<file path="src/rtl/dice_score_pkg.sv">
// dice_score_pkg: shared state encoding and saturating score increment
// for the dice referee.
package dice_score_pkg;

    typedef enum logic [2:0] {COLLECT, RESOLVE, JUDGE, HOLD, FINAL} state_t;

    function automatic int unsigned sat_inc(input int unsigned v, input int unsigned max_v);
        return (v >= max_v) ? max_v : v + 1;
    endfunction

endpackage

</file>
<file path="src/rtl/dice_score_ctrl_if.sv">
// dice_score_ctrl_if: dice inputs and score/display outputs of the referee;
// master is the dice/display side, slave is the referee.
interface dice_score_ctrl_if #(
    parameter int N_PLAYERS = 2,
    parameter int DICE_W    = 4,
    parameter int SCORE_W   = 4
);
    localparam int WW = $clog2(N_PLAYERS);

    logic [N_PLAYERS-1:0]         start;
    logic [N_PLAYERS*DICE_W-1:0]  dice;
    logic [N_PLAYERS*SCORE_W-1:0] score;
    logic [N_PLAYERS-1:0]         thrown;
    logic                         busy;
    logic                         is_final;
    logic                         finish;
    logic [WW-1:0]                winner;

    modport master (output start, dice, input score, thrown, busy, is_final, finish, winner);
    modport slave  (input start, dice, output score, thrown, busy, is_final, finish, winner);
endinterface

</file>
<file path="src/rtl/dice_argmax.sv">
// dice_argmax: combinational maximum over the latched throws, with the mask
// of players holding it and a flag for a single holder.
module dice_argmax #(
    parameter int N = 2,
    parameter int W = 4
) (
    input  logic [N*W-1:0] vals,
    output logic [W-1:0]   max_v,
    output logic [N-1:0]   holders,
    output logic           uniq
);
    always_comb begin
        max_v = '0;
        for (int i = 0; i < N; i++)
            max_v = (vals[i*W +: W] > max_v) ? vals[i*W +: W] : max_v;
        for (int i = 0; i < N; i++)
            holders[i] = (vals[i*W +: W] == max_v);
        uniq = $onehot(holders);
    end
endmodule

</file>
<file path="src/rtl/dice_score_ctrl.sv">
// dice_score_ctrl: N-player dice referee (collect, score, judge, display hold).
// Define DICE_SCORE_TIE_SPLIT_EN to give every player sharing the max a point.
module dice_score_ctrl
    import dice_score_pkg::*;
#(
    parameter int N_PLAYERS    = 2,
    parameter int DICE_W       = 4,
    parameter int SCORE_W      = 4,
    parameter int WIN_MARGIN   = 2,
    parameter int HOLD_CYCLES  = 3_000_000,
    parameter int FINAL_CYCLES = 5_000_000
) (
    input logic clk,
    input logic rst,
    dice_score_ctrl_if.slave bus
);
    localparam int WW = $clog2(N_PLAYERS);
    localparam int MAXC = (HOLD_CYCLES > FINAL_CYCLES) ? HOLD_CYCLES : FINAL_CYCLES;
    localparam int CW = (MAXC > 1) ? $clog2(MAXC) : 1;
    localparam int unsigned SMAX = (1 << SCORE_W) - 1;

    state_t state_q, state_d;
    logic [N_PLAYERS-1:0] start_q, fall, thrown_q, thrown_d, holders, inc, lead;
    logic [N_PLAYERS*DICE_W-1:0] lat_q, lat_d;
    logic [N_PLAYERS*SCORE_W-1:0] score_q, score_d;
    logic [WW-1:0] winner_q, winner_d, lead_idx;
    logic [CW-1:0] cnt_q, cnt_d;
    logic [DICE_W-1:0] max_unused;
    logic uniq, hold_last, final_last;

    dice_argmax #(.N(N_PLAYERS), .W(DICE_W)) u_argmax (
        .vals(lat_q), .max_v(max_unused), .holders(holders), .uniq(uniq)
    );

`ifdef DICE_SCORE_TIE_SPLIT_EN
    assign inc = holders;
`else
    assign inc = uniq ? holders : '0;
`endif

    assign fall       = start_q & ~bus.start;
    assign hold_last  = (state_q == HOLD) && (cnt_q == CW'(HOLD_CYCLES - 1));
    assign final_last = (state_q == FINAL) && (cnt_q == CW'(FINAL_CYCLES - 1));

    // Lowest qualifying index wins, so scan downwards and let lower p overwrite.
    always_comb begin
        lead = '1;
        lead_idx = '0;
        for (int p = N_PLAYERS - 1; p >= 0; p--) begin
            for (int j = 0; j < N_PLAYERS; j++)
                if (j != p && {1'b0, score_q[p*SCORE_W +: SCORE_W]} <
                    {1'b0, score_q[j*SCORE_W +: SCORE_W]} + (SCORE_W + 1)'(WIN_MARGIN))
                    lead[p] = 1'b0;
            if (lead[p]) lead_idx = WW'(p);
        end
    end

    always_comb begin
        state_d  = state_q;
        thrown_d = thrown_q;
        lat_d    = lat_q;
        score_d  = score_q;
        winner_d = winner_q;
        cnt_d    = cnt_q;
        case (state_q)
            COLLECT: begin
                for (int i = 0; i < N_PLAYERS; i++)
                    if (fall[i] && !thrown_q[i]) begin
                        lat_d[i*DICE_W +: DICE_W] = bus.dice[i*DICE_W +: DICE_W];
                        thrown_d[i] = 1'b1;
                    end
                state_d = (&thrown_d) ? RESOLVE : COLLECT;
            end
            RESOLVE: begin
                for (int i = 0; i < N_PLAYERS; i++)
                    if (inc[i])
                        score_d[i*SCORE_W +: SCORE_W] =
                            SCORE_W'(sat_inc(32'(score_q[i*SCORE_W +: SCORE_W]), SMAX));
                state_d = JUDGE;
            end
            JUDGE: begin
                state_d  = (|lead) ? FINAL : HOLD;
                winner_d = (|lead) ? lead_idx : winner_q;
            end
            HOLD: begin
                cnt_d    = hold_last ? '0 : cnt_q + 1'b1;
                thrown_d = hold_last ? '0 : thrown_q;
                state_d  = hold_last ? COLLECT : HOLD;
            end
            FINAL: begin
                cnt_d    = final_last ? '0 : cnt_q + 1'b1;
                thrown_d = final_last ? '0 : thrown_q;
                score_d  = final_last ? '0 : score_q;
                winner_d = final_last ? '0 : winner_q;
                state_d  = final_last ? COLLECT : FINAL;
            end
            default: state_d = COLLECT;
        endcase
    end

    always_ff @(posedge clk or negedge rst) begin
        if (!rst) begin
            state_q  <= COLLECT;
            start_q  <= '0;
            thrown_q <= '0;
            lat_q    <= '0;
            score_q  <= '0;
            winner_q <= '0;
            cnt_q    <= '0;
        end else begin
            state_q  <= state_d;
            start_q  <= bus.start;
            thrown_q <= thrown_d;
            lat_q    <= lat_d;
            score_q  <= score_d;
            winner_q <= winner_d;
            cnt_q    <= cnt_d;
        end
    end

    assign bus.score    = score_q;
    assign bus.thrown   = thrown_q;
    assign bus.busy     = (state_q == HOLD) || (state_q == FINAL);
    assign bus.is_final = (state_q == FINAL);
    assign bus.finish   = hold_last || final_last;
    assign bus.winner   = (state_q == FINAL) ? winner_q : '0;
endmodule

</file>
<file path="src/flat_wrapper.sv">
// flat-port wrapper written by rule: the top's interface ports become plain ports
module dice_score_ctrl_flat import dice_score_pkg::*;
#(
    parameter int N_PLAYERS    = 2,
    parameter int DICE_W       = 4,
    parameter int SCORE_W      = 4,
    parameter int WIN_MARGIN   = 2,
    parameter int HOLD_CYCLES  = 3_000_000,
    parameter int FINAL_CYCLES = 5_000_000
)
  (clk, rst, bus_start, bus_dice, bus_score, bus_thrown, bus_busy, bus_is_final, bus_finish, bus_winner);
  dice_score_ctrl_if #(.N_PLAYERS(N_PLAYERS), .DICE_W(DICE_W), .SCORE_W(SCORE_W)) bus_i ();
  input logic clk;
  input logic rst;
  input wire logic [$bits(bus_i.start)-1:0] bus_start;
  input wire logic [$bits(bus_i.dice)-1:0] bus_dice;
  output wire logic [$bits(bus_i.score)-1:0] bus_score;
  output wire logic [$bits(bus_i.thrown)-1:0] bus_thrown;
  output wire logic [$bits(bus_i.busy)-1:0] bus_busy;
  output wire logic [$bits(bus_i.is_final)-1:0] bus_is_final;
  output wire logic [$bits(bus_i.finish)-1:0] bus_finish;
  output wire logic [$bits(bus_i.winner)-1:0] bus_winner;
  assign bus_i.start = bus_start;
  assign bus_i.dice = bus_dice;
  assign bus_score = bus_i.score;
  assign bus_thrown = bus_i.thrown;
  assign bus_busy = bus_i.busy;
  assign bus_is_final = bus_i.is_final;
  assign bus_finish = bus_i.finish;
  assign bus_winner = bus_i.winner;
  dice_score_ctrl #(.N_PLAYERS(N_PLAYERS), .DICE_W(DICE_W), .SCORE_W(SCORE_W), .WIN_MARGIN(WIN_MARGIN), .HOLD_CYCLES(HOLD_CYCLES), .FINAL_CYCLES(FINAL_CYCLES)) u_core (.clk(clk), .rst(rst), .bus(bus_i));
endmodule
</file>
<file path="config.mk">
export PLATFORM = sky130hd
export DESIGN_NAME = dice_score_ctrl_flat
export DESIGN_NICKNAME = d
export VERILOG_FILES = /design/src/rtl/dice_score_pkg.sv /design/src/rtl/dice_score_ctrl_if.sv /design/src/rtl/dice_argmax.sv /design/src/rtl/dice_score_ctrl.sv /design/src/flat_wrapper.sv
export SDC_FILE = /design/constraint.sdc
export NUM_CORES = 1
export LEC_CHECK = 0
export ABC_AREA = 1
export CORE_MARGIN = 2
export CORE_UTILIZATION = 45
export DETAILED_ROUTE_END_ITERATION = 7
export GPL_TIMING_DRIVEN = 0
export HOLD_SLACK_MARGIN = 0.08
export MAX_ROUTING_LAYER = met4
export PLACE_DENSITY_LB_ADDON = 0.15
export SLEW_MARGIN = 30
export SYNTH_ARGS = -nofsm -noshare
export SYNTH_HDL_FRONTEND = slang
export SYNTH_HIERARCHICAL = 1
export SYNTH_SLANG_ARGS = --single-unit
export TNS_END_PERCENT = 1
</file>
<file path="constraint.sdc">
create_clock -name clk -period 1.97 [get_ports clk]
set_input_delay 0.4925 -clock clk [delete_from_list [all_inputs] [get_ports clk]]
set_output_delay 0.4925 -clock clk [all_outputs]
set_load 0.05 [all_outputs]
</file>
==> results of run 1 <==
==> cell type report <==
type,instances,area [um2]
fill,708,3110
multi-input combinational,354,1990
sequential,47,1180
timing repair buffer,44,379
inverter,69,265
tap,99,124
clock buffer,5,68.8
buffer,7,50.0
clock inverter,3,46.3
==> worst paths after layout <==
path / startpoint / to / depth (start not counted)
min in group clk: u_core/bus.thrown[1] / u_core/bus.thrown[1] / 2
max reg2reg: u_core/lat_q[5] / u_core/bus.score[5] / 20
min reg2reg: u_core/bus.thrown[1] / u_core/bus.thrown[1] / 2
max in group asynchronous: rst / u_core/cnt_q[18] / 1
min: rst / u_core/start_q[1] / 1
max: u_core/lat_q[5] / u_core/bus.score[5] / 20
==> stage by stage <==
step	setup slack, ns	TNS (ns)
after detailed placement	-0.670	-4.40
after CTS	-0.237	-2.09
after floorplan	-0.0825	-0.648
final	-0.258	-2.27
after global placement	-1.00	-50.94
after global routing	-0.417	-4.10
==> registers in the layout (all words and copies together) (netlist names) <==
register	cells
u_core/cnt_q	23
u_core/bus.score	8
u_core/lat_q	8
u_core/state_q	3
u_core/bus.thrown	2
u_core/start_q	2
u_core/winner_q	1
==> metal layers <==
| metal | vias up | global-route usage |
|---|---|---|
| met5 | - | - |
| met4 | 0 | 0.0538 |
| met3 | 8 | 0.0285 |
| met2 | 32 | 0.327 |
| met1 | 1482 | 0.269 |
| li1 | 1617 | - |
==> power by group through the flow <==
stage	clock, mW	sequential [mW]	combinational [mW]
detailed placement	0	0.986	0.0439
CTS	0.770	0.967	0.0442
finish	0.752	0.967	0.0417
floorplan	0	0.986	0.00179
global placement	0	0.986	0.0444
global route	0.824	0.968	0.0477
==> timing repair <==
item / CTS / global route
resized for setup: 51 / 26
endpoints found under the setup margin: 22 / 26
hold buffers: 0 / 0
endpoints found under the hold margin: 0 / 0
gates cloned: 0 / 1
setup buffers: 10 / 9
pin swaps: 6 / 14
==> worst max-delay path, delay by kind of cell (launching register included) <==
| kind | cells | cell delay [ns] |
|---|---|---|
| adder cells (fa/ha/maj) | 1 | 0.30 |
| buffers and inverters | 2 | 0.18 |
| AO/OA/AOI/OAI | 1 | 0.08 |
| AND/OR/NAND/NOR | 16 | 1.15 |
| flip-flops | 1 | 0.45 |
==> impl_metrics.csv, run 1 <==
group,metric,value,unit
finish,drive_gt1_frac,0.210,
setup_path,timing.critical_path.mode_cell,"nand2_2",
routing,met3_length,157,um
power_and_ir_drop,power_density,429,mW/mm2
grt,grt_pass1_wl,13.3,mm
place,portBuffers,25,
die,rows,31,
setup_path,startpoint_type,"register",
power_and_ir_drop,seq_power_share,0.549,
grt,grt_pass1_vias,2954,
finish,fin_cells,628,
die,die_height,90.2,um
status,violations,"setup timing",
routing,vias,3139,
power_and_ir_drop,clkPwrFrac,0.427,
grt,grt_overflow_total,0,
routing,drt-initial-drc-count,174,
clock_network,cts_tree,"yes",
power_and_ir_drop,ir_drop,0.000245,V
setup_path,critPathMaxFanout,8,
place,place_congestion,0.908,
routing,viasPerCell,5.00,
timing,relSlewSlack,0.598,
finish,fin_nets,554,
timing,worst_pin_slew,0.603,ns
die,initial_core_util,0.464,
setup_path,critPathKind,"register to register",
timing,grt_setup_unrepaired,"yes",
power_and_ir_drop,internal-power,1.37,mW
timing,whs,0.180,ns
setup_path,r2r_setup_slack,-0.26,ns
grt,grt_usage,0.203,
timing,period_share,1.13,
clock_network,cts.sinks,47,
setup_path,path_cells,"ha_4 -> nand2_2 -> nand2_2 -> nand2_2 -> nand2_4 -> nand2_4 -> buf_6 -> nand2_2 -> nand3_2 -> nand2_2 -> nand2_2 -> nor2_4 -> nand2_2 -> nand2_2 -> nand2_1 -> nand2_1 -> inv_2 -> nand2_4 -> nand2_1 -> o21ai_1",
place,dp_cells,602,
routing,firstDrtPassIters,4,
routing,wl_met2,3.67,mm
synth,synth_cells,478,
setup_path,cp.required,2.21,ns
routing,detail-route-antenna-nets,0,
setup_path,end_kind,"register",
clock_network,clk_pin_slew,0.10,ns
die,pin_count,26,
die,fp.dieArea,0.00814,mm2
synth,syn_area_per_cell,7.00,um2
clock_network,numCtsBuffers,5,
routing,drcViolationCount,0,
routing,wirelength,7.84,mm
routing,wl_met1,3.93,mm
clock_network,clock_latency,0.31,ns
die,coreArea,0.00721,mm2
finish,syn2layout_area_growth,22.6,%
finish,layout_commonest_cell,"nand2_1",
synth,yosysWarnings,6,
clock_network,clock_path_buffers,2,
timing,setup_ws,-0.258,ns
flow_run,maxCapViolCount,0,
setup_path,cp_slowest_stage_delay,0.45,ns
power_and_ir_drop,power_frac_comb,0.024,
clock_network,htreeDepth,2,
timing,hold_viol_final,0,
timing,slew_viol_final,0,
power_and_ir_drop,p_sw_frac,0.223,
grt,grt_max_degree,48,
setup_path,crit_arrival,2.47,ns
routing,top_layer_used,"met4",
hold_path,hold_class,"input pin to asynchronous set/reset pin",
finish,fin_area,0.00410,mm2
place,post-dp-hpwl,5.52,mm
finish,diodes,0,
power_and_ir_drop,p_sw,393,uW
finish,final_cell_mix,"nand2_1 (139), inv_1 (54), nor2_1 (44)",
power_and_ir_drop,finalPower,1.76,mW
timing,clock_skew,0.00844,ns
status,status,"finished with violations",
place,post_dp_cell_area,0.00372,mm2
die,die_w,90.2,um
clock_network,cts_root_buf,"clkbuf_8",
power_and_ir_drop,p_leak,2.05,nW
synth,synth_area,0.00335,mm2
routing,wl_per_cell,12.5,um
timing,clock.fmax,449,MHz
setup_path,slowest_stage,"dfrtp_2",
synth,synth_nets,504,
timing,setup_viol,11,
timing,finalCriticalPeriod,2.23,ns
grt,antenna_found_initial,0,
finish,utilization,0.569,
(Power assumes the default switching activity.)
==> inputs of run 2 (changes only) <==
--- a/config.mk
+++ b/config.mk
@@ -7,12 +7,13 @@
 export LEC_CHECK = 0
 export ABC_AREA = 1
 export CORE_MARGIN = 2
-export CORE_UTILIZATION = 45
+export CORE_UTILIZATION = 53
 export DETAILED_ROUTE_END_ITERATION = 7
 export GPL_TIMING_DRIVEN = 0
 export HOLD_SLACK_MARGIN = 0.08
 export MAX_ROUTING_LAYER = met4
 export PLACE_DENSITY_LB_ADDON = 0.15
+export REMOVE_ABC_BUFFERS = 1
 export SLEW_MARGIN = 30
 export SYNTH_ARGS = -nofsm -noshare
 export SYNTH_HDL_FRONTEND = slang
==> run 2 against run 1 <==
Compared with the run above: the flow still finishes with violations (setup timing); total power increased by 0.62%; sequential power hardly changed; register-to-register slack improved by 0.06 ns; clock power grew 1%; sequential cell count did not move; non-clock buffer count decreased by 13; clock skew up 0.0042 ns; sequential share of layout area grew 0.14 points; critical path type unchanged; hold slack improved by 0.0095 ns; maximum frequency is 2.9% higher.
==> impl_metrics.csv, run 2 (synthesized netlist as in run 1, its figures left out) <==
group,metric,value,unit
setup_path,critPathMaxFanout,8,
setup_path,reg2reg_depth,17,
setup_path,r2r_setup_slack,-0.19,ns
timing,clock.fmax,462,MHz
clock_network,clk_pin_slew,0.10,ns
setup_path,crit_end,"u_core/bus.score[1]",
place,post-dp-hpwl,5.40,mm
die,initial_core_util,0.555,
hold_path,hold_class,"input pin to asynchronous set/reset pin",
routing,vias,3108,
flow_run,maxCapViolCount,0,
grt,grt_overflow_total,0,
clock_network,numCtsBuffers,5,
power_and_ir_drop,p_leak,2.03,nW
grt,grt_usage,0.236,
clock_network,cts.sinks,47,
timing,setup_ws,-0.194,ns
setup_path,end_kind,"register",
power_and_ir_drop,finalPower,1.77,mW
finish,fin_nets,542,
grt,met1_usage,0.317,
setup_path,critPathKind,"register to register",
finish,layout_commonest_cell,"nand2_1",
die,die_height,83.5,um
setup_path,startpoint_type,"register",
setup_path,path_cells,"inv_2 -> ha_4 -> nand2_4 -> inv_4 -> buf_6 -> nand3_4 -> nand4_1 -> nand4_1 -> nor2_4 -> nand2_2 -> nand2_2 -> nand2_1 -> nand2_1 -> inv_2 -> nand2_4 -> nand2_2 -> o21ai_1",
routing,viasPerCell,5.25,
die,coreArea,0.00603,mm2
setup_path,r2r-end,"u_core/bus.score[1]",
grt,grt_use_met3,0.0366,
finish,drive_gt1_frac,0.217,
power_and_ir_drop,power_density,434,mW/mm2
routing,drt-initial-drc-count,206,
setup_path,cp.required,2.21,ns
place,place_congestion,0.908,
timing,worst_pin_slew,0.614,ns
timing,slew_viol_final,0,
timing,setup_viol,10,
timing,clock_skew,0.0126,ns
die,pin_count,26,
routing,detail-route-antenna-nets,0,
status,status,"finished with violations",
grt,grt_use_met2,0.371,
timing,period_share,1.10,
finish,syn2layout_area_growth,21.9,%
setup_path,cp_slowest_stage_delay,0.43,ns
timing,finalCriticalPeriod,2.16,ns
routing,firstDrtPassIters,5,
die,fp.dieArea,0.00696,mm2
grt,grt_pass1_wl,13.4,mm
timing,whs,0.189,ns
power_and_ir_drop,ir_drop,0.000289,V
setup_path,critPathLaunch,"u_core/lat_q[2]",
timing,hold_viol_final,0,
setup_path,reg2reg_from,"u_core/lat_q[2]",
timing,relSlewSlack,0.591,
finish,largest_reg_flops,23,
grt,grt_pass1_vias,2977,
place,portBuffers,25,
finish,final_cell_mix,"nand2_1 (132), inv_1 (53), dfrtp_1 (43)",
clock_network,cts_root_buf,"clkbuf_8",
routing,wl_per_cell,13.8,um
timing,grt_setup_unrepaired,"yes",
grt,grt_max_degree,48,
clock_network,htreeDepth,2,
grt,grt_busiest_layer,"met2",
setup_path,timing.critical_path.mode_cell,"nand2_2",
clock_network,clock_path_buffers,2,
routing,wirelength,8.15,mm
routing,drcViolationCount,0,
finish,filler_cell_count,527,
die,die_w,83.5,um
finish,top_register,"u_core/cnt_q",
setup_path,slowest_stage,"dfrtp_1",
finish,diodes,0,
grt,antenna_found_initial,0,
setup_path,crit_arrival,2.40,ns
die,rows,28,
clock_network,cts_tree,"yes",
clock_network,clock_latency,0.31,ns
status,violations,"setup timing",
## run 2: how the worst min path moves through the flow
| stage | from | end | slack, ns | cells past startpoint |
|---|---|---|---|---|
| after detailed placement | u_core/cnt_q[1] | u_core/cnt_q[1] | 0.52 | 2 |
| after CTS | rst | u_core/bus.score[5] | 0.22 | 1 |
| after floorplan | rst | u_core/bus.score[0] | 0.20 | 0 |
| after global routing | rst | u_core/lat_q[7] | 0.24 | 1 |
| after global placement | u_core/cnt_q[1] | u_core/cnt_q[1] | 0.49 | 2 |
| final | rst | u_core/cnt_q[0] | 0.19 | 1 |
## run 2: worst max-delay path: cells and delay by family, from the launching register on
kind	cells	cell delay, ns
AND/OR/NAND/NOR	11	0.97
adder cells (fa/ha/maj)	1	0.28
AO/OA/AOI/OAI	1	0.09
flip-flops	1	0.43
buffers and inverters	4	0.32
## run 2: final cells by class
cell class                      count  area, um2  share of cell area
Sequential cell                    47       1180               0.290
Timing Repair Buffer               38        330              0.0810
Inverter                           69        265              0.0651
Clock inverter                      2       35.0             0.00859
Multi-Input combinational cell    355       2090               0.512
Tap cell                           75       93.8              0.0230
Clock buffer                        6       82.6              0.0203
## run 2: per-layer routing
layer / wire length, um / vias up
li1: - / 1592
met1: 3830 / 1433
met3: 425 / 10
met5: 0 / -
met4: 99 / 0
met2: 3800 / 73
## run 2: power by group
| group | switching, mW | leakage [nW] | internal (mW) |
|---|---|---|---|
| logic | 0.0240 | 1.37 | 0.0192 |
| registers | 0.00113 | 0.601 | 0.966 |
| clock network | 0.350 | 0.0612 | 0.411 |
## run 2: repair_timing
action                     in CTS  in global routing
setup endpoints to repair      39                 16
hold buffers                    0                  0
setup buffers                   4                  9
gates cloned                    1                  1
resized for setup              55                 48
pin swaps                       1                 15
## run 2: stage by stage
step | util | area [um2] | cells | setup TNS, ns | worst slack, ns
after floorplan | - | 3290 | 469 | -0.517 | -0.247
after global placement | 0.603 | 3630 | 569 | -49.25 | -0.946
after detailed placement | 0.602 | 3630 | 569 | -6.38 | -0.755
after CTS | 0.640 | 3860 | 582 | -1.67 | -0.202
after global routing | 0.677 | 4080 | 592 | -3.15 | -0.346
final | 0.677 | 4080 | 592 | -1.65 | -0.194
==> inputs of run 3 (changes only) <==
--- a/config.mk
+++ b/config.mk
@@ -7,10 +7,10 @@
 export LEC_CHECK = 0
 export ABC_AREA = 1
 export CORE_MARGIN = 2
-export CORE_UTILIZATION = 53
+export CORE_UTILIZATION = 47
 export DETAILED_ROUTE_END_ITERATION = 7
 export GPL_TIMING_DRIVEN = 0
-export HOLD_SLACK_MARGIN = 0.08
+export HOLD_SLACK_MARGIN = 0.03
 export MAX_ROUTING_LAYER = met4
 export PLACE_DENSITY_LB_ADDON = 0.15
 export REMOVE_ABC_BUFFERS = 1
==> run 3 against run 2 <==
Compared with the run above: the run still ends with setup timing left; global-route usage fell by 2.4 points; first-iteration DRC count fell by 12%; final cell count rose by 3.4%; clock-buffer cell count did not move; routed wire length fell by 4.7%; clock skew fell by 0.0086 ns; critical path depth fell by 11; register-to-register slack improved by 0.02 ns; maximum frequency barely moved; sequential power barely moved; sequential share of layout area rose by 0.093 points; total power fell by 0.61%; largest cell class unchanged.
==> impl_metrics.csv, run 3 (synthesized netlist as in run 1, its figures left out) <==
group,metric,value,unit
finish,top_register,"u_core/cnt_q",
grt,antenna_found_initial,0,
timing,setup_ws,-0.194,ns
die,rows,30,
die,pin_count,26,
setup_path,cp.required,1.48,ns
grt,grt_overflow_total,0,
die,die_height,88.4,um
setup_path,reg2reg_from,"u_core/lat_q[4]",
grt,grt_max_degree,48,
routing,viasPerCell,5.00,
power_and_ir_drop,finalPower,1.76,mW
status,status,"finished with violations",
routing,firstDrtPassIters,4,
timing,relSlewSlack,0.601,
power_and_ir_drop,p_leak,2.02,nW
place,post-dp-hpwl,5.19,mm
clock_network,htreeDepth,2,
grt,grt_pass1_wl,12.9,mm
finish,drive_gt1_frac,0.207,
finish,fin_cells,612,
clock_network,cts.sinks,47,
die,coreArea,0.00683,mm2
setup_path,critPathMaxFanout,11,
finish,fin_area,0.00407,mm2
clock_network,cts_root_buf,"clkbuf_8",
setup_path,r2r_setup_slack,-0.17,ns
grt,grt_pass1_vias,2837,
place,place_congestion,0.900,
finish,diodes,0,
place,post_dp_cell_area,0.00365,mm2
finish,largest_reg_flops,23,
flow_run,maxCapViolCount,0,
timing,hold_viol_final,0,
timing,clock_skew,0.00401,ns
place,dp_cells,590,
timing,period_share,1.10,
timing,finalCriticalPeriod,2.16,ns
routing,vias,3063,
clock_network,clk_pin_slew,0.09,ns
finish,final_cell_mix,"nand2_1 (138), inv_1 (53), nor2_1 (42), dfrtp_1 (42), nand3_1 (34)",
finish,fin_nets,541,
setup_path,critPathKind,"register to output pin",
routing,drcViolationCount,0,
power_and_ir_drop,ir_drop,0.000253,V
clock_network,cts_tree,"yes",
die,die_w,88.4,um
hold_path,hold_class,"input pin to asynchronous set/reset pin",
clock_network,clock_path_buffers,2,
setup_path,r2r-end,"u_core/bus.score[7]",
timing,setup_viol,10,
setup_path,end_kind,"output pin",
finish,layout_commonest_cell,"nand2_1",
finish,syn2layout_area_growth,21.6,%
die,initial_core_util,0.490,
die,fp.dieArea,0.00781,mm2
grt,grt_usage,0.212,
routing,drt-initial-drc-count,182,
clock_network,postCtsHoldBufs,0,
place,portBuffers,25,
timing,whs,0.189,ns
finish,filler_cell_count,645,
finish,utilization,0.596,
timing,grt_setup_unrepaired,"yes",
routing,detail-route-antenna-nets,0,
status,violations,"setup timing",
timing,slew_viol_final,0,
routing,wirelength,7.77,mm
timing,worst_pin_slew,0.598,ns
clock_network,clock_latency,0.30,ns
place,place_ws,-0.778,ns
routing,wl_per_cell,12.7,um
setup_path,cp_slowest_stage_delay,0.42,ns
setup_path,crit_arrival,1.67,ns
setup_path,slowest_stage,"dfrtp_1",
clock_network,numCtsBuffers,5,
setup_path,reg2reg_depth,21,
setup_path,path_cells,"nor2_2 -> nand2_4 -> inv_4 -> nand4_1 -> nand2_1 -> buf_6",
setup_path,startpoint_type,"register",
timing,clock.fmax,462,MHz
power_and_ir_drop,power_density,433,mW/mm2
timing,setup_tns,-1.36,ns
## run 3: changes by cell type in the layout (fill, tap and decap cells not counted), moves of 2 or more
cell | before | now
nand2_1 | 132 | 138
nand2_2 | 17 | 12
nor2_2 | 5 | 7
nor2_4 | 4 | 2
o21ai_1 | 6 | 4
## run 3: what timing repair did
action / in CTS / in global routing
pin swaps: 5 / 10
gates resized for setup: 59 / 36
buffers inserted: 6 / 6
gates cloned: 0 / 2
endpoints found under the setup margin: 39 / 16
endpoints found under the hold margin: 0 / 0
## run 3: layout make-up
class                           instances  area (um2)  share of cell area
Multi-Input combinational cell        355        2060               0.506
Sequential cell                        47        1180               0.291
Timing Repair Buffer                   37         323              0.0793
Inverter                               69         268              0.0658
Tap cell                               96         120              0.0295
Clock buffer                            6        82.6              0.0203
Clock inverter                          2        35.0             0.00861
## run 3: report_power, final
| group | internal (mW) | switching (mW) |
|---|---|---|
| Clock | 0.411 | 0.341 |
| Sequential | 0.966 | 0.00107 |
| Combinational | 0.0192 | 0.0227 |
## run 3: worst max-delay path, delay by kind of cell (launching register included)
kind          cells  cell delay, ns
flops             1            0.42
simple gates      4            0.65
buf+inv           2            0.30
## run 3: metal layers
metal | GRT usage | wire (um) | vias to the layer above | part of all wire
li1 | - | - | 1598 | -
met1 | 0.284 | 3790 | 1400 | 0.49
met2 | 0.349 | 3650 | 59 | 0.47
met3 | 0.0233 | 267 | 6 | 0.034
met4 | 0.0455 | 66 | 0 | 0.0085
met5 | - | 0 | - | 0
## run 3: worst max path at each step
stage / startpoint / endpoint / slack (ns) / depth (start not counted)
after global routing: u_core/lat_q[4] / u_core/bus.score[5] / -0.34 / 21
after global placement: rst / u_core/bus.score[0] / -0.99 / 1
after floorplan: u_core/state_q[0] / bus_finish / -0.25 / 5
after detailed placement: u_core/state_q[1] / bus_finish / -0.78 / 6
after CTS: u_core/state_q[1] / bus_finish / -0.18 / 6
final: u_core/state_q[1] / bus_finish / -0.19 / 6
